===== config.mk =====
export PLATFORM = sky130hd
export DESIGN_NAME = sm_rd_scheduler
export DESIGN_NICKNAME = d
export VERILOG_FILES = /design/src/rtl/sm_rd_scheduler_pkg.sv /design/src/rtl/sm_rd_scheduler_tag_pipe.sv /design/src/rtl/sm_rd_scheduler.sv
export SDC_FILE = /design/constraint.sdc
export NUM_CORES = 1
export LEC_CHECK = 0
export ABC_AREA = 1
export BUFFER_PORTS_ARGS = -buffer_cell sky130_fd_sc_hd__buf_2
export CELL_PAD_IN_SITES_DETAIL_PLACEMENT = 1
export CELL_PAD_IN_SITES_GLOBAL_PLACEMENT = 1
export CORE_MARGIN = 2
export CORE_UTILIZATION = 39
export CTS_BUF_LIST = sky130_fd_sc_hd__clkbuf_4
export CTS_CLUSTER_DIAMETER = 40
export CTS_CLUSTER_SIZE = 8
export DETAILED_ROUTE_END_ITERATION = 8
export PLACE_DENSITY_LB_ADDON = 0.3
export SYNTH_ARGS = -nofsm -noshare
export SYNTH_HDL_FRONTEND = slang
export SYNTH_SLANG_ARGS = --single-unit
export TNS_END_PERCENT = 1

===== constraint.sdc =====
create_clock -name clk -period 3.8 [get_ports clk]
set_input_delay 0.76 -clock clk [delete_from_list [all_inputs] [get_ports clk]]
set_output_delay 0.76 -clock clk [all_outputs]
set_load 0.02 [all_outputs]

===== src/rtl/sm_rd_scheduler_pkg.sv =====
// ----------------------------------------------------------------------------
// sm_rd_scheduler_pkg
//   Shared definitions for the shared-cache read scheduler slice.
//   Holds the default geometry of the scheduler and the helper that sizes the
//   port-index field carried through the tag pipe.
//   No ports (package).
// ----------------------------------------------------------------------------
package sm_rd_scheduler_pkg;

  // Default geometry: four output ports sharing an 8-bit x 16-bit bank with a
  // three-cycle read latency.
  localparam int DEF_NUB    = 4;
  localparam int DEF_ADDR_W = 8;
  localparam int DEF_DATA_W = 16;
  localparam int DEF_RD_LAT = 3;

  // Width of a port index. A single-port build would still need one bit so
  // that the tag field never collapses to zero width.
  function automatic int idx_width(input int n);
    return (n > 1) ? $clog2(n) : 1;
  endfunction

endpackage


===== src/rtl/sm_rd_scheduler_tag_pipe.sv =====
// ----------------------------------------------------------------------------
// sm_tag_pipe
//   Fixed-latency valid+tag pipeline. Every read launched to memory enters
//   stage 0 together with the index of the port that owns it; the entry
//   reaches the last stage in the same cycle the memory presents the data.
//   Ports:
//     clk       in   clock
//     rst_n     in   asynchronous active-low reset, clears all valid bits
//     in_valid  in   a read is being presented to memory this cycle
//     in_tag    in   owning port index of that read
//     out_valid out  last stage holds a live read (data valid this cycle)
//     out_tag   out  owning port index of the read in the last stage
//     any_valid out  at least one stage holds a live read
// ----------------------------------------------------------------------------
module sm_tag_pipe #(
  parameter int RD_LAT = 3,
  parameter int TAG_W  = 2
) (
  input  logic             clk,
  input  logic             rst_n,
  input  logic             in_valid,
  input  logic [TAG_W-1:0] in_tag,
  output logic             out_valid,
  output logic [TAG_W-1:0] out_tag,
  output logic             any_valid
);

  logic [RD_LAT-1:0] valid_q;
  logic [TAG_W-1:0]  tag_q [RD_LAT];

  // Valid bits are the only control state: clearing them on reset is what
  // discards reads that were in flight when reset arrived.
  always_ff @(posedge clk or negedge rst_n) begin
    if (!rst_n) begin
      valid_q <= '0;
    end else begin
      valid_q[0] <= in_valid;
      for (int i = 1; i < RD_LAT; i++) begin
        valid_q[i] <= valid_q[i-1];
      end
    end
  end

  // Tags are qualified by their valid bit, so they need no reset.
  always_ff @(posedge clk) begin
    tag_q[0] <= in_tag;
    for (int i = 1; i < RD_LAT; i++) begin
      tag_q[i] <= tag_q[i-1];
    end
  end

  assign out_valid = valid_q[RD_LAT-1];
  assign out_tag   = tag_q[RD_LAT-1];
  assign any_valid = |valid_q;

endmodule


===== src/rtl/sm_rd_scheduler.sv =====
// ----------------------------------------------------------------------------
// sm_rd_scheduler
//   Round-robin read scheduler sharing the single read port of the shared
//   cache bank among NUB switch output ports. Each cycle at most one
//   requesting port is granted; its address is issued to memory and its port
//   index travels through sm_tag_pipe for the fixed read latency, after which
//   the returned data is steered to the owning port.
//   Ports:
//     clk          in   clock
//     rst_n        in   asynchronous active-low reset
//     req          in   NUB         per-port level request, held until gnt
//     req_addr     in   NUB*ADDR_W  per-port address, port j at slice j
//     hold         in   block new grants this cycle
//     gnt          out  NUB         one-hot grant, one-cycle pulse
//     mem_rd_en    out  memory read strobe
//     mem_rd_addr  out  ADDR_W      memory read address
//     mem_rd_data  in   DATA_W      read data, valid RD_LAT cycles after strobe
//     rsp_valid    out  NUB         one-hot response strobe
//     rsp_data     out  DATA_W      response data, holds when rsp_valid=0
//     busy         out  a read is being issued or is still in flight
// ----------------------------------------------------------------------------
module sm_rd_scheduler
  import sm_rd_scheduler_pkg::*;
#(
  parameter int NUB    = DEF_NUB,
  parameter int ADDR_W = DEF_ADDR_W,
  parameter int DATA_W = DEF_DATA_W,
  parameter int RD_LAT = DEF_RD_LAT
) (
  input  logic                  clk,
  input  logic                  rst_n,
  input  logic [NUB-1:0]        req,
  input  logic [NUB*ADDR_W-1:0] req_addr,
  input  logic                  hold,
  output logic [NUB-1:0]        gnt,
  output logic                  mem_rd_en,
  output logic [ADDR_W-1:0]     mem_rd_addr,
  input  logic [DATA_W-1:0]     mem_rd_data,
  output logic [NUB-1:0]        rsp_valid,
  output logic [DATA_W-1:0]     rsp_data,
  output logic                  busy
);

  localparam int               IDX_W    = idx_width(NUB);
  localparam logic [IDX_W:0]   NUB_WIDE = (IDX_W+1)'(NUB);
  localparam logic [IDX_W-1:0] LAST_IDX = IDX_W'(NUB - 1);

  function automatic logic [NUB-1:0] to_onehot(input logic [IDX_W-1:0] idx);
    logic [NUB-1:0] vec;
    vec      = '0;
    vec[idx] = 1'b1;
    return vec;
  endfunction

  logic [IDX_W-1:0]  ptr_q;
  logic [IDX_W-1:0]  issue_idx_q;
  logic [NUB-1:0]    eligible;
  logic              win_found;
  logic [IDX_W-1:0]  win_idx;
  logic [IDX_W-1:0]  next_ptr;
  logic              grant;
  logic [IDX_W:0]    sum;
  logic [IDX_W-1:0]  cand;
  logic [ADDR_W-1:0] addr_arr [NUB];

  logic              tag_valid;
  logic [IDX_W-1:0]  tag_idx;
  logic              tag_busy;

  // Unpack the flat address bus so the winner's address is a plain mux.
  always_comb begin
    for (int j = 0; j < NUB; j++) begin
      addr_arr[j] = req_addr[j*ADDR_W +: ADDR_W];
    end
  end

  // Masked priority encoder. A port whose grant is visible this cycle is
  // masked so a requester that has not yet dropped req is not served twice.
  // The search starts at ptr and wraps modulo NUB; NUB need not be a power
  // of two, hence the explicit wrap on the extended sum.
  always_comb begin
    eligible  = req & ~gnt;
    win_found = 1'b0;
    win_idx   = '0;
    sum       = '0;
    cand      = '0;
    for (int i = 0; i < NUB; i++) begin
      sum = {1'b0, ptr_q} + (IDX_W+1)'(i);
      if (sum >= NUB_WIDE) begin
        sum = sum - NUB_WIDE;
      end
      cand = sum[IDX_W-1:0];
      if (!win_found && eligible[cand]) begin
        win_found = 1'b1;
        win_idx   = cand;
      end
    end
    grant    = win_found && !hold;
    next_ptr = (win_idx == LAST_IDX) ? '0 : win_idx + 1'b1;
  end

  // Issue registers: grant, strobe and address are presented together the
  // cycle after arbitration. The pointer only moves on an actual grant.
  always_ff @(posedge clk or negedge rst_n) begin
    if (!rst_n) begin
      gnt         <= '0;
      mem_rd_en   <= 1'b0;
      mem_rd_addr <= '0;
      issue_idx_q <= '0;
      ptr_q       <= '0;
    end else if (grant) begin
      gnt         <= to_onehot(win_idx);
      mem_rd_en   <= 1'b1;
      mem_rd_addr <= addr_arr[win_idx];
      issue_idx_q <= win_idx;
      ptr_q       <= next_ptr;
    end else begin
      gnt         <= '0;
      mem_rd_en   <= 1'b0;
      mem_rd_addr <= '0;
      issue_idx_q <= '0;
    end
  end

  sm_tag_pipe #(
    .RD_LAT (RD_LAT),
    .TAG_W  (IDX_W)
  ) u_tag_pipe (
    .clk       (clk),
    .rst_n     (rst_n),
    .in_valid  (mem_rd_en),
    .in_tag    (issue_idx_q),
    .out_valid (tag_valid),
    .out_tag   (tag_idx),
    .any_valid (tag_busy)
  );

  // Response registers: capture memory data in the cycle the owning tag
  // leaves the pipe. Data is held otherwise so consumers can sample late.
  always_ff @(posedge clk or negedge rst_n) begin
    if (!rst_n) begin
      rsp_valid <= '0;
      rsp_data  <= '0;
    end else begin
      rsp_valid <= tag_valid ? to_onehot(tag_idx) : '0;
      if (tag_valid) begin
        rsp_data <= mem_rd_data;
      end
    end
  end

  assign busy = tag_busy | mem_rd_en;

endmodule


==> results.md, run 1 <==
| Stage | Parameter | Reported |
| --- | --- | --- |
| drt | Initial detailed-routing violation count | 63 |
| floorplanning | Effective utilization at floorplan | 39.9% |
| synthesis | FFs w/ async S/R, synth | 87.0% |
| setup path | Startpoint kind of the worst setup timing path | register |
| synthesis | Net count after synthesis | 344 |
| setup path | Crit Reg-Reg Startpoint | ptr_q[0]$_DFFE_PN0P_ |
| hold path | Path class of the lowest-slack min-delay path | register to register |
| grt | Aggregate global-route resource usage | 17.8% |
| synthesis | Gate count after technology mapping | 285 |
| sta | Pin slew with the least headroom to its limit | 0.878 ns |
| floorplanning | # rows | 28 |
| sta | Final sum of negative setup slack | 0 ns |
| grt | Maximum number of pins on one net before global-route repair | 41 |
| clock tree | Number of gates resized after CTS | 0 |
| setup path | Crit-path max FO | 12 |
| setup path | Standard cell with the maximum stage delay on the critical path | sky130_fd_sc_hd__dfrtp_1 |
| drt | First-pass iteration count of the detailed router | 4 |
| setup path | Setup Crit Path Kind | register to register |
| job | Max-cap violations | 0 |
| sta | RSZ-0062 raised after global routing | false |
| clock tree | Deepest clock path buffer count | 2 |
| setup path | Kind of cell adding the most delay to the critical path | simple AND/OR/NAND/NOR gates |
| cells and area | Area grow syn2layout | 21.7% |
| clock tree | Reg clk slew, reported paths | 0.14 ns |
| sta | Minimum clock period after layout | 2.84 ns |
| drt | Average vias per placed instance | 4.71 |
| clock tree | Post-CTS Hold Fix Bufs | 0 |
| grt | GRT overflow | 0 |
| floorplanning | IO Count | 89 |
| clock tree | Setup Fix Bufs, Post-CTS | 0 |
| status | Status | complete, no violations |
| cells and area | FILL cells | 786 |
| synthesis | Most used flip-flop cell after synthesis | sky130_fd_sc_hd__dfrtp_1 |
| sta | Max frequency | 352 MHz |
| power and ir drop | Overall Power | 2.59 mW |
| floorplanning | Die area | 6660 µm² |
| synthesis | Number of distinct standard cells referenced by the synthesized netlist | 25 |
| drt | Residual antenna-violating net count after detailed routing | 0 |
| power and ir drop | LEAKAGE | 1.67 nW |
| synthesis | Biggest area consumer among synthesized cells | sky130_fd_sc_hd__dfrtp_1 |
| setup path | Critical Path, Cell by Cell | nand3_1 -> nand3_1 -> nand2_2 -> nand4_1 -> nand3_1 -> nand2_1 -> clkinv_1 -> ha_1 -> nand2_1 -> o21ai_1 |
| clock tree | Clock latency on the worst-skew pair | 0.34 ns |
| synthesis | Synthesis Warnings | 0 |
| sta | Final-report hold violation count | 0 |
| sta | Final worst-path setup slack | 0.959 ns |
| setup path | Data required time of the critical path | 4.04 ns |
| power and ir drop | Worst vdd rail ir drop | 448 µV |
| grt | First-pass GRT wire length | 9360 µm |
| sta | Max_slew headroom | 41.5% |
| clock tree | Library cell used as clock root buffer | sky130_fd_sc_hd__clkbuf_4 |
| placement | Post-Place Worst Slack | 0.825 ns |
| drt | Post-route DRC violation count | 0 |
| synthesis | Number of flops mapped to enable cells by yosys | 0 |
| clock tree | Clock tree from TritonCTS | built |
| synthesis | Part of the Yosys area used for sequential elements | 47.8% |
| setup path | WP data arrival | 3.08 ns |
| synthesis | Most frequent cell after synthesis | sky130_fd_sc_hd__nand2_1 |
| grt | Number of antenna violations at the first check in global routing | 0 |
| drt | Total length of routed wires | 5790 µm |
| setup path | Crit path capture type | register |
| sta | Final max-slew violation count | 0 |
| setup path | Combined buffer and inverter count along the critical path | 1 |
| sta | Setup violation total in the final timing report | 0 |
| placement | Port-buffer cells | 88 |
| setup path | Most frequent cell on the critical path | sky130_fd_sc_hd__nand3_1 |
| hold path | Worst hold path startpoint | u_tag_pipe.tag_q[0][0]$_DFF_P_ |
| placement | Final Wtd Congestion | 0.800 |
| cells and area | Number of nets in the finished design | 428 |
| synthesis | Average cell area after synthesis | 8.24 µm² |
| floorplanning | Total core area | 5890 µm² |
| cells and area | Share of final-layout standard cells stronger than drive strength 1 | 36.5% |
| floorplanning | Die Wd | 81.6 µm |
| setup path | Maximum cell stage delay along the critical path | 0.64 ns |
| drt | Via count | 2,094 |
| synthesis | Portion of synthesized cell area occupied by the leading cell type | 42.6% |
| floorplanning | Overall die height | 81.6 µm |
| clock tree | CTS sink cnt | 46 |
| cells and area | Antenna cell count | 0 |
| synthesis | Most numerous cell types in the synthesized netlist | 78 x sky130_fd_sc_hd__nand2_1, 46 x sky130_fd_sc_hd__inv_1, 42 x sky130_fd_sc_hd__nand3_1, 40 x sky130_fd_sc_hd__dfrtp_1, 17 x sky130_fd_sc_hd__nand2_2 |
| drt | Average detailed-routed wire length per instance | 13.0 µm |
| synthesis | Flops & latches, synth | 46 |
| clock tree | CTS H-tree depth | 2 |
| synthesis | Largest cells by area after synthesis | sky130_fd_sc_hd__dfrtp_1 43%, sky130_fd_sc_hd__nand2_1 12%, sky130_fd_sc_hd__nand3_1 9.0%, sky130_fd_sc_hd__inv_1 7.4%, sky130_fd_sc_hd__dfxtp_1 5.1% |
| setup path | Crit path from | ptr_q[0]$_DFFE_PN0P_ |
| grt | Number of global-route vias before repair | 2,125 |
| clock tree | Total clock buffers created by CTS | 5 |
| sta | Worst clock skew on the final layout | 0.0133 ns |
| placement | Post-detail-place hpwl | 4510 µm |
| power and ir drop | Power Dens Cells | 906 nW/µm² |
| synthesis | Netlist area before placement | 2350 µm² |
| sta | Post-route clock period utilization | 74.8% |
==> routing by layer <==
metal  part of all wire, %  vias up  global-route usage (%)
li1                      -     1044                       -
met2                    47       78                    31.2
met4                   1.3        0                    4.83
met5                     0        -                       0
met1                    45      964                    22.7
met3                   6.3        8                    3.08
==> power breakdown <==
group | total (mW) | leakage, nW | internal (mW) | switching (mW)
Combinational | 1.59 | 1.09 | 0.510 | 1.08
Sequential | 0.766 | 0.552 | 0.656 | 0.110
Clock | 0.231 | 0.0312 | 0.0722 | 0.158
==> worst reg2reg max path, delay by kind of cell, from the launching register on <==
| family | cells | cell delay, ns |
|---|---|---|
| AND/OR/NAND/NOR | 7 | 1.20 |
| flip-flops | 1 | 0.64 |
| buffers and inverters | 1 | 0.44 |
| adder cells (fa/ha/maj) | 1 | 0.39 |
| AO/OA/AOI/OAI | 1 | 0.07 |
==> through the flow <==
stage / cell area, µm² / std cells / utilization (%) / hold slack (ns)
5_1_grt: 2860 / 445 / 48.6 / 0.339
3_5_place_dp: 2800 / 437 / 47.6 / 0.315
4_1_cts: 2860 / 445 / 48.6 / 0.340
2_1_floorplan: 2350 / 285 / - / 0.310
3_3_place_gp: 2800 / 437 / 47.6 / 0.310
6_report: 2860 / 445 / 48.6 / 0.326
==> state kept, by name, summed over array words and instances (netlist names) <==
signal	count
rsp_data	16
mem_rd_addr	8
u_tag_pipe.tag_q	6
gnt	4
rsp_valid	4
u_tag_pipe.valid_q	3
issue_idx_q	2
ptr_q	2
mem_rd_en	1
==> cell families after synthesis <==
logic type / count (synthesis) / synth area share, %
buffers and inverters: 61 / 11.7
flip-flops: 46 / 47.8
adder cells (fa/ha/maj): 4 / 2.13
AND/OR/NAND/NOR: 164 / 35.1
AO/OA/AOI/OAI: 10 / 3.25
==> worst paths after layout <==
path                                                       end  slack [ns]  cells past startpoint
worst max-delay path                      ptr_q[1]$_DFFE_PN0P_        0.96                     10
worst min-delay path            u_tag_pipe.tag_q[0][2]$_DFF_P_        0.33                      0
worst max register to register            ptr_q[1]$_DFFE_PN0P_        0.96                     10
worst min register to register  u_tag_pipe.tag_q[0][2]$_DFF_P_        0.33                      0
max in group asynchronous             rsp_data[12]$_DFFE_PN0P_        2.73                      1
min in group asynchronous             rsp_data[15]$_DFFE_PN0P_        0.52                      1
==> final cells by class <==
| class | count | area (µm²) | area share (%) |
|---|---|---|---|
| clock buffer | 5 | 37.5 | 1.31 |
| clock inverter | 3 | 21.3 | 0.744 |
| inverter | 50 | 193 | 6.74 |
| multi-input combinational | 178 | 951 | 33.3 |
| sequential | 46 | 1120 | 39.2 |
| tap | 75 | 93.8 | 3.28 |
| timing repair buffer | 88 | 440 | 15.4 |
==> cells in the final DEF (no fill, tap or decap), drive strengths merged <==
cell type and count:
nand3 52, clkbuf 5, a21oi 9, dfxtp 6, or2 1, nand4 4, o21ai 1, nor2 6
ha 4, nor3 4, buf 88, clkinvlp 1, dfrtp 40, clkinv 3, inv 49, nand2 96
or4 1
Note: power is estimated with default switching activity, not from simulation.
==> run 2, diff against run 1 <==
--- a/config.mk
+++ b/config.mk
@@ -10,7 +10,7 @@
 export CELL_PAD_IN_SITES_DETAIL_PLACEMENT = 1
 export CELL_PAD_IN_SITES_GLOBAL_PLACEMENT = 1
 export CORE_MARGIN = 2
-export CORE_UTILIZATION = 39
+export CORE_UTILIZATION = 33
 export CTS_BUF_LIST = sky130_fd_sc_hd__clkbuf_4
 export CTS_CLUSTER_DIAMETER = 40
 export CTS_CLUSTER_SIZE = 8
==> constraint.sdc (replaced) <==
create_clock -name clk -period 2.5 [get_ports clk]
set_input_delay 0.5 -clock clk [delete_from_list [all_inputs] [get_ports clk]]
set_output_delay 0.5 -clock clk [all_outputs]
set_load 0.02 [all_outputs]
==> results.md, run 2 (synthesis gave the netlist of run 1 again) <==
| Stage | Parameter | Reported | Delta |
| --- | --- | --- | --- |
| status | Status | complete, no violations |  |
| floorplanning | IO Count | 89 | unchanged |
| placement | Post-Place Worst Slack | 0.401 ns | -0.424 ns |
| placement | Total placed cells including tap cells | 464 | +6.2% |
| grt | Maximum number of pins on one net before global-route repair | 41 | unchanged |
| drt | Average vias per placed instance | 4.40 | -6.4% |
| sta | Minimum clock period after layout | 2.13 ns | -0.716 ns |
| sta | Max frequency | 471 MHz | +34% |
| clock tree | Deepest clock path buffer count | 2 | unchanged |
| setup path | Crit path capture type | register |  |
| cells and area | Max reg flops | 16 | unchanged |
| floorplanning | # rows | 30 | +7.1% |
| placement | Port-buffer cells | 88 | unchanged |
| cells and area | Filler-free cell count of the finished design | 472 | +6.1% |
| drt | Initial detailed-routing violation count | 52 | -17% |
| setup path | Setup Crit Path Kind | register to register |  |
| cells and area | Area grow syn2layout | 25.8% |  |
| drt | Average detailed-routed wire length per instance | 12.5 µm | -4.2% |
| setup path | Startpoint kind of the worst setup timing path | register |  |
| job | Max-cap violations | 0 | unchanged |
| cells and area | Final design utilization | 43.2% | -5.3 points |
| power and ir drop | LEAKAGE | 1.71 nW | +2.3% |
| floorplanning | Die area | 7800 µm² | +17% |
| hold path | Path class of the lowest-slack min-delay path | input port to async pin |  |
| sta | Pin slew with the least headroom to its limit | 0.882 ns | +0.00352 ns |
| floorplanning | Effective utilization at floorplan | 34.4% | -5.5 points |
| placement | Post-detail-place hpwl | 4650 µm | +2.9% |
| clock tree | Clock latency on the worst-skew pair | 0.36 ns | +0.02 ns |
| cells and area | FILL cells | 897 | +14% |
| grt | Number of global-route vias before repair | 2,134 | +0.42% |
| grt | GRT overflow | 0 | unchanged |
| drt | Post-route DRC violation count | 0 | unchanged |
| cells and area | Number of nets in the finished design | 434 | +1.4% |
| sta | Final max-slew violation count | 0 | unchanged |
| power and ir drop | Worst vdd rail ir drop | 509 µV | +14% |
| sta | Post-route clock period utilization | 85.0% | +10 points |
| grt | Number of antenna violations at the first check in global routing | 0 | unchanged |
| cells and area | Multi-input combinational cell area | 951 µm² | unchanged |
| clock tree | CTS H-tree depth | 2 | unchanged |
| sta | Worst clock skew on the final layout | 0.0110 ns | -0.00223 ns |
| floorplanning | Total core area | 6830 µm² | +16% |
| sta | Final sum of negative setup slack | 0 ns | unchanged |
| power and ir drop | Overall Power | 4.15 mW | +60% |
| cells and area | Most frequent standard cell in the layout excluding fill and tap cells | sky130_fd_sc_hd__buf_2 |  |
| setup path | Data required time of the critical path | 2.76 ns | -1.28 ns |
| sta | Max_slew headroom | 41.2% | -0.23 points |
| clock tree | Library cell used as clock root buffer | sky130_fd_sc_hd__clkbuf_4 |  |
| setup path | Number of cells traversed by the worst register-to-register path | 10 | unchanged |
| power and ir drop | Power Dens Cells | 1400 nW/µm² | +55% |
| cells and area | Antenna cell count | 0 | unchanged |
| setup path | WP data arrival | 2.38 ns | -0.70 ns |
| drt | Via count | 2,078 | -0.76% |
| drt | Residual antenna-violating net count after detailed routing | 0 | unchanged |
| floorplanning | Overall die height | 88.3 µm | +8.3% |
| clock tree | Reg clk slew, reported paths | 0.13 ns | about the same |
| sta | Final-report hold violation count | 0 | unchanged |
| grt | Aggregate global-route resource usage | 15.8% | -2.1 points |
| cells and area | Sequential Area | 1120 µm² | unchanged |
| drt | First-pass iteration count of the detailed router | 4 | unchanged |
| clock tree | Clock tree from TritonCTS | built |  |
| clock tree | Number of gates resized after CTS | 0 | unchanged |
| setup path | Crit-path max FO | 9 | -3 |
| clock tree | CTS sink cnt | 46 | unchanged |
| cells and area | Commonest non-fill, non-tap cells in the layout | 88 x sky130_fd_sc_hd__buf_2, 78 x sky130_fd_sc_hd__nand2_1, 46 x sky130_fd_sc_hd__inv_1 |  |
| sta | Final worst-path setup slack | 0.375 ns | -0.584 ns |
| cells and area | Largest registers | rsp_data x16, mem_rd_addr x8, u_tag_pipe.tag_q x6 |  |
| clock tree | Setup Fix Bufs, Post-CTS | 0 | unchanged |
| clock tree | Post-CTS Hold Fix Bufs | 0 | unchanged |
| clock tree | Total clock buffers created by CTS | 5 | unchanged |
| cells and area | Largest register by flop count | rsp_data |  |
| placement | Final Wtd Congestion | 0.815 | +1.8% |
| cells and area | Share of final-layout standard cells stronger than drive strength 1 | 37.5% | +1.0 points |
| grt | First-pass GRT wire length | 9620 µm | +2.8% |
| sta | Setup violation total in the final timing report | 0 | unchanged |
| drt | Total length of routed wires | 5880 µm | +1.6% |
| sta | RSZ-0062 raised after global routing | false |  |
| floorplanning | Die Wd | 88.3 µm | +8.3% |
[run 2: cell count changes in the layout (fill, tap and decap cells not counted)]
cell,change
sky130_fd_sc_hd__buf_4,+6
sky130_fd_sc_hd__bufinv_16,+1
sky130_fd_sc_hd__clkbuf_4,+1
sky130_fd_sc_hd__clkinv_2,-1
sky130_fd_sc_hd__clkinv_4,-1
[run 2: through the flow]
stage	cell area, µm²	hold WS [ns]
finish	2950	0.236
global route	2950	0.276
CTS	2950	0.267
detailed placement	2870	0.313
global placement	2870	0.312
floorplan	2350	0.204
[run 2: cell type report]
type | instances | share of cell area, %
tap | 96 | 4.07
clock inverter | 2 | 1.27
sequential | 46 | 38.0
clock buffer | 6 | 1.53
inverter | 50 | 6.53
timing repair buffer | 94 | 16.4
multi-input combinational | 178 | 32.2
[run 2: per-layer routing]
metal / wire length, µm / track usage, %
met5: 0 / 0
met4: 41 / 3.99
met3: 405 / 3.73
met2: 2800 / 27.7
met1: 2640 / 19.5
[run 2: critical path, cell delays in order, from the launching register on]
cell and delay [ns]:
sky130_fd_sc_hd__dfrtp_1 0.64, sky130_fd_sc_hd__nand3_1 0.22, sky130_fd_sc_hd__nand3_2 0.15, sky130_fd_sc_hd__nand2_4 0.09, sky130_fd_sc_hd__nand2_2 0.11, sky130_fd_sc_hd__nand3_1 0.13
sky130_fd_sc_hd__nand3_4 0.19, sky130_fd_sc_hd__inv_1 0.08, sky130_fd_sc_hd__ha_1 0.29, sky130_fd_sc_hd__nand2_1 0.06, sky130_fd_sc_hd__o21ai_1 0.05
[run 2: worst paths after layout]
| check | start | endpoint | slack [ns] |
|---|---|---|---|
| max reg2reg | ptr_q[0]$_DFFE_PN0P_ | ptr_q[1]$_DFFE_PN0P_ | 0.37 |
| min reg2reg | u_tag_pipe.tag_q[0][1]$_DFF_P_ | u_tag_pipe.tag_q[0][3]$_DFF_P_ | 0.34 |
| max in group asynchronous | rst_n | rsp_data[3]$_DFFE_PN0P_ | 1.69 |
| min | rst_n | rsp_data[5]$_DFFE_PN0P_ | 0.24 |
| max | ptr_q[0]$_DFFE_PN0P_ | ptr_q[1]$_DFFE_PN0P_ | 0.37 |
| min in group clk | mem_rd_data[5] | rsp_data[5]$_DFFE_PN0P_ | 0.33 |
[run 2: power by group]
group	leakage [nW]	switching, mW	internal, mW
Clock	0.0419	0.233	0.222
Sequential	0.552	0.147	0.997
Combinational	1.12	1.68	0.867
Total	1.71	2.06	2.09
==> run 3, diff against run 2 <==
--- a/config.mk
+++ b/config.mk
@@ -9,13 +9,13 @@
 export BUFFER_PORTS_ARGS = -buffer_cell sky130_fd_sc_hd__buf_2
 export CELL_PAD_IN_SITES_DETAIL_PLACEMENT = 1
 export CELL_PAD_IN_SITES_GLOBAL_PLACEMENT = 1
-export CORE_MARGIN = 2
 export CORE_UTILIZATION = 33
 export CTS_BUF_LIST = sky130_fd_sc_hd__clkbuf_4
 export CTS_CLUSTER_DIAMETER = 40
 export CTS_CLUSTER_SIZE = 8
 export DETAILED_ROUTE_END_ITERATION = 8
 export PLACE_DENSITY_LB_ADDON = 0.3
+export RECOVER_POWER = 100
 export SYNTH_ARGS = -nofsm -noshare
 export SYNTH_HDL_FRONTEND = slang
 export SYNTH_SLANG_ARGS = --single-unit
==> results.md, run 3 (synthesis gave the netlist of run 1 again) <==
| Stage | Parameter | Reported | Delta |
| --- | --- | --- | --- |
| status | Status | complete, no violations |  |
| grt | Maximum number of pins on one net before global-route repair | 41 | unchanged |
| floorplanning | # rows | 30 | unchanged |
| grt | GRT overflow | 0 | unchanged |
| drt | First-pass iteration count of the detailed router | 4 | unchanged |
| setup path | Setup slack on the worst flop-to-flop path | 0.30 ns | -0.07 ns |
| setup path | WP data arrival | 2.45 ns | +0.07 ns |
| power and ir drop | Switch Pwr | 2.04 mW | -0.97% |
| floorplanning | Die Wd | 86.3 µm | -2.3% |
| setup path | Standard cell with the maximum stage delay on the critical path | sky130_fd_sc_hd__dfrtp_1 |  |
| sta | Max_slew headroom | 33.9% | -7.3 points |
| sta | Minimum clock period after layout | 2.20 ns | +0.0731 ns |
| power and ir drop | Worst vdd rail ir drop | 484 µV | -4.8% |
| cells and area | Commonest non-fill, non-tap cells in the layout | 79 x sky130_fd_sc_hd__nand2_1, 53 x sky130_fd_sc_hd__buf_2, 47 x sky130_fd_sc_hd__inv_1 |  |
| setup path | Maximum cell stage delay along the critical path | 0.63 ns | about the same |
| drt | WL met3 | 410 µm | +1.2% |
| sta | Worst clock skew on the final layout | 0.0101 ns | -0.000975 ns |
| sta | Final-report hold violation count | 0 | unchanged |
| sta | Pin slew with the least headroom to its limit | 0.991 ns | +0.109 ns |
| cells and area | Max reg flops | 16 | unchanged |
| sta | Setup violation total in the final timing report | 0 | unchanged |
| floorplanning | Effective utilization at floorplan | 34.4% | unchanged |
| clock tree | Library cell used as clock root buffer | sky130_fd_sc_hd__clkbuf_4 |  |
| setup path | Data required time of the critical path | 2.75 ns | about the same |
| floorplanning | Total core area | 6830 µm² | unchanged |
| grt | First-pass GRT wire length | 9630 µm | about the same |
| clock tree | Total clock buffers created by CTS | 5 | unchanged |
| job | Max-cap violations | 0 | unchanged |
| cells and area | FILL cells | 898 | +0.11% |
| clock tree | Number of gates resized after CTS | 0 | unchanged |
| clock tree | Clock latency on the worst-skew pair | 0.35 ns | about the same |
| cells and area | Largest registers | rsp_data x16, mem_rd_addr x8, u_tag_pipe.tag_q x6 |  |
| drt | Via count | 2,134 | +2.7% |
| grt | Number of global-route vias before repair | 2,144 | +0.47% |
| clock tree | Setup Fix Bufs, Post-CTS | 0 | unchanged |
| power and ir drop | Share of power burned in registers | 28.5% | +0.9 points |
| setup path | Crit-path max FO | 10 | +1 |
| power and ir drop | Int Pwr | 1.99 mW | -4.4% |
| grt | Aggregate global-route resource usage | 16.4% | +0.68 points |
| power and ir drop | Power Dens Cells | 1400 nW/µm² | -0.47% |
| grt | Number of antenna violations at the first check in global routing | 0 | unchanged |
| floorplanning | Die area | 7450 µm² | -4.5% |
| setup path | Crit Reg-Reg Startpoint | ptr_q[0]$_DFFE_PN0P_ |  |
| cells and area | Area grow syn2layout | 23.0% |  |
| drt | Average detailed-routed wire length per instance | 12.4 µm | -0.51% |
| setup path | End of the worst register-to-register path | mem_rd_addr[1]$_DFF_PN0_ |  |
| sta | Final sum of negative setup slack | 0 ns | unchanged |
| power and ir drop | LEAKAGE | 1.59 nW | -7.1% |
| clock tree | CTS H-tree depth | 2 | unchanged |
| hold path | Path class of the lowest-slack min-delay path | input port to async pin |  |
| cells and area | Share of final-layout standard cells stronger than drive strength 1 | 26.9% | -11 points |
| placement | Post-detail-place hpwl | 4610 µm | -0.77% |
| sta | Final max-slew violation count | 0 | unchanged |
| power and ir drop | Clock share of power | 11.2% | +0.2 points |
| cells and area | Multi-input combinational cell area | 936 µm² | -1.6% |
| drt | Initial detailed-routing violation count | 91 | +75% |
| cells and area | Largest register by flop count | rsp_data |  |
| setup path | Crit path capture type | register |  |
| power and ir drop | Portion of total power attributed to combinational logic | 60.3% | -1.1 points |
| placement | Port-buffer cells | 88 | unchanged |
| clock tree | Post-CTS Hold Fix Bufs | 0 | unchanged |
| drt | Wire length on met1 | 2620 µm | -0.76% |
| cells and area | Sequential Area | 1120 µm² | unchanged |
| drt | Wire length on met2 | 2720 µm | -2.6% |
| floorplanning | Overall die height | 86.3 µm | -2.3% |
| setup path | Startpoint kind of the worst setup timing path | register |  |
| drt | Post-route DRC violation count | 0 | unchanged |
| clock tree | Deepest clock path buffer count | 2 | unchanged |
| clock tree | CTS sink cnt | 46 | unchanged |
| sta | Max frequency | 455 MHz | -3.3% |
| setup path | Number of cells traversed by the worst register-to-register path | 9 | -1 |
| power and ir drop | Switching fraction of total power | 50.6% | +0.89 points |
| sta | Min Hold Slack | 0.283 ns | +0.0469 ns |
| drt | Total length of routed wires | 5850 µm | -0.51% |
| cells and area | Most frequent standard cell in the layout excluding fill and tap cells | sky130_fd_sc_hd__nand2_1 |  |
| setup path | Critical Path, Cell by Cell | inv_6 -> nand3_1 -> nand3_1 -> nand2_2 -> nand4_4 -> inv_1 -> or2_1 -> clkbuf_2 -> a21oi_1 |  |
| clock tree | Clock tree from TritonCTS | built |  |
| setup path | Setup Crit Path Kind | register to register |  |
| drt | Average vias per placed instance | 4.52 | +2.7% |
| sta | Post-route clock period utilization | 87.9% | +2.9 points |
| sta | RSZ-0062 raised after global routing | false |  |
| cells and area | Number of nets in the finished design | 434 | unchanged |
| placement | Final Wtd Congestion | 0.810 | -0.53% |
| floorplanning | IO Count | 89 | unchanged |
| drt | Top metal layer carrying routed signals | met4 |  |
| setup path | Most frequent cell on the critical path | sky130_fd_sc_hd__nand3_1 |  |
| clock tree | Reg clk slew, reported paths | 0.13 ns | about the same |
| cells and area | Antenna cell count | 0 | unchanged |
| drt | Residual antenna-violating net count after detailed routing | 0 | unchanged |
run 3: cell type report:
class	instances	share of cell area [%]
multi-input combinational	178	32.4
tap	96	4.16
clock inverter	2	1.30
inverter	50	6.68
clock buffer	6	1.56
sequential	46	38.8
timing repair buffer	94	15.0
run 3: worst max-delay path by stage:
| stage | from | to | slack (ns) | depth (start not counted) |
|---|---|---|---|---|
| floorplan | ptr_q[0]$_DFFE_PN0P_ | ptr_q[1]$_DFFE_PN0P_ | 0.58 | 13 |
| global placement | ptr_q[0]$_DFFE_PN0P_ | issue_idx_q[1]$_DFF_PN0_ | 0.47 | 9 |
| detailed placement | ptr_q[0]$_DFFE_PN0P_ | ptr_q[1]$_DFFE_PN0P_ | 0.35 | 10 |
| CTS | ptr_q[0]$_DFFE_PN0P_ | ptr_q[1]$_DFFE_PN0P_ | 0.33 | 10 |
| global route | ptr_q[0]$_DFFE_PN0P_ | ptr_q[1]$_DFFE_PN0P_ | 0.09 | 10 |
| finish | ptr_q[0]$_DFFE_PN0P_ | mem_rd_addr[1]$_DFF_PN0_ | 0.30 | 9 |
run 3: routing by layer:
metal | track usage [%] | vias up
met4 | 4.39 | 0
met3 | 4.00 | 9
met1 | 21.0 | 988
met5 | 0 | -
met2 | 27.8 | 81
li1 | - | 1056
run 3: worst max-delay path, delay by kind of cell (launching register included):
| family | cells | cell delay [ns] |
|---|---|---|
| simple gates | 5 | 0.94 |
| flops | 1 | 0.63 |
| buf+inv | 3 | 0.45 |
| compound gates | 1 | 0.07 |
run 3: power groups by stage:
stage | Combinational [mW] | Sequential, mW | Clock, mW
floorplan | 1.79 | 1.34 | 0
global placement | 2.49 | 1.15 | 0
detailed placement | 2.59 | 1.16 | 0
CTS | 2.59 | 1.15 | 0.472
global route | 2.74 | 1.18 | 0.503
finish | 2.43 | 1.15 | 0.453
run 3: per-stage QoR:
| step | instances | instance area (µm²) | power (mW) | worst slack (ns) | util, % |
|---|---|---|---|---|---|
| after floorplan | 285 | 2350 | 3.12 | 0.583 | - |
| after global placement | 464 | 2870 | 3.64 | 0.468 | 42.0 |
| after detailed placement | 464 | 2870 | 3.74 | 0.353 | 42.0 |
| after CTS | 472 | 2950 | 4.21 | 0.329 | 43.2 |
| after global routing | 472 | 2890 | 4.43 | 0.0865 | 42.3 |
| final | 472 | 2890 | 4.04 | 0.302 | 42.3 |
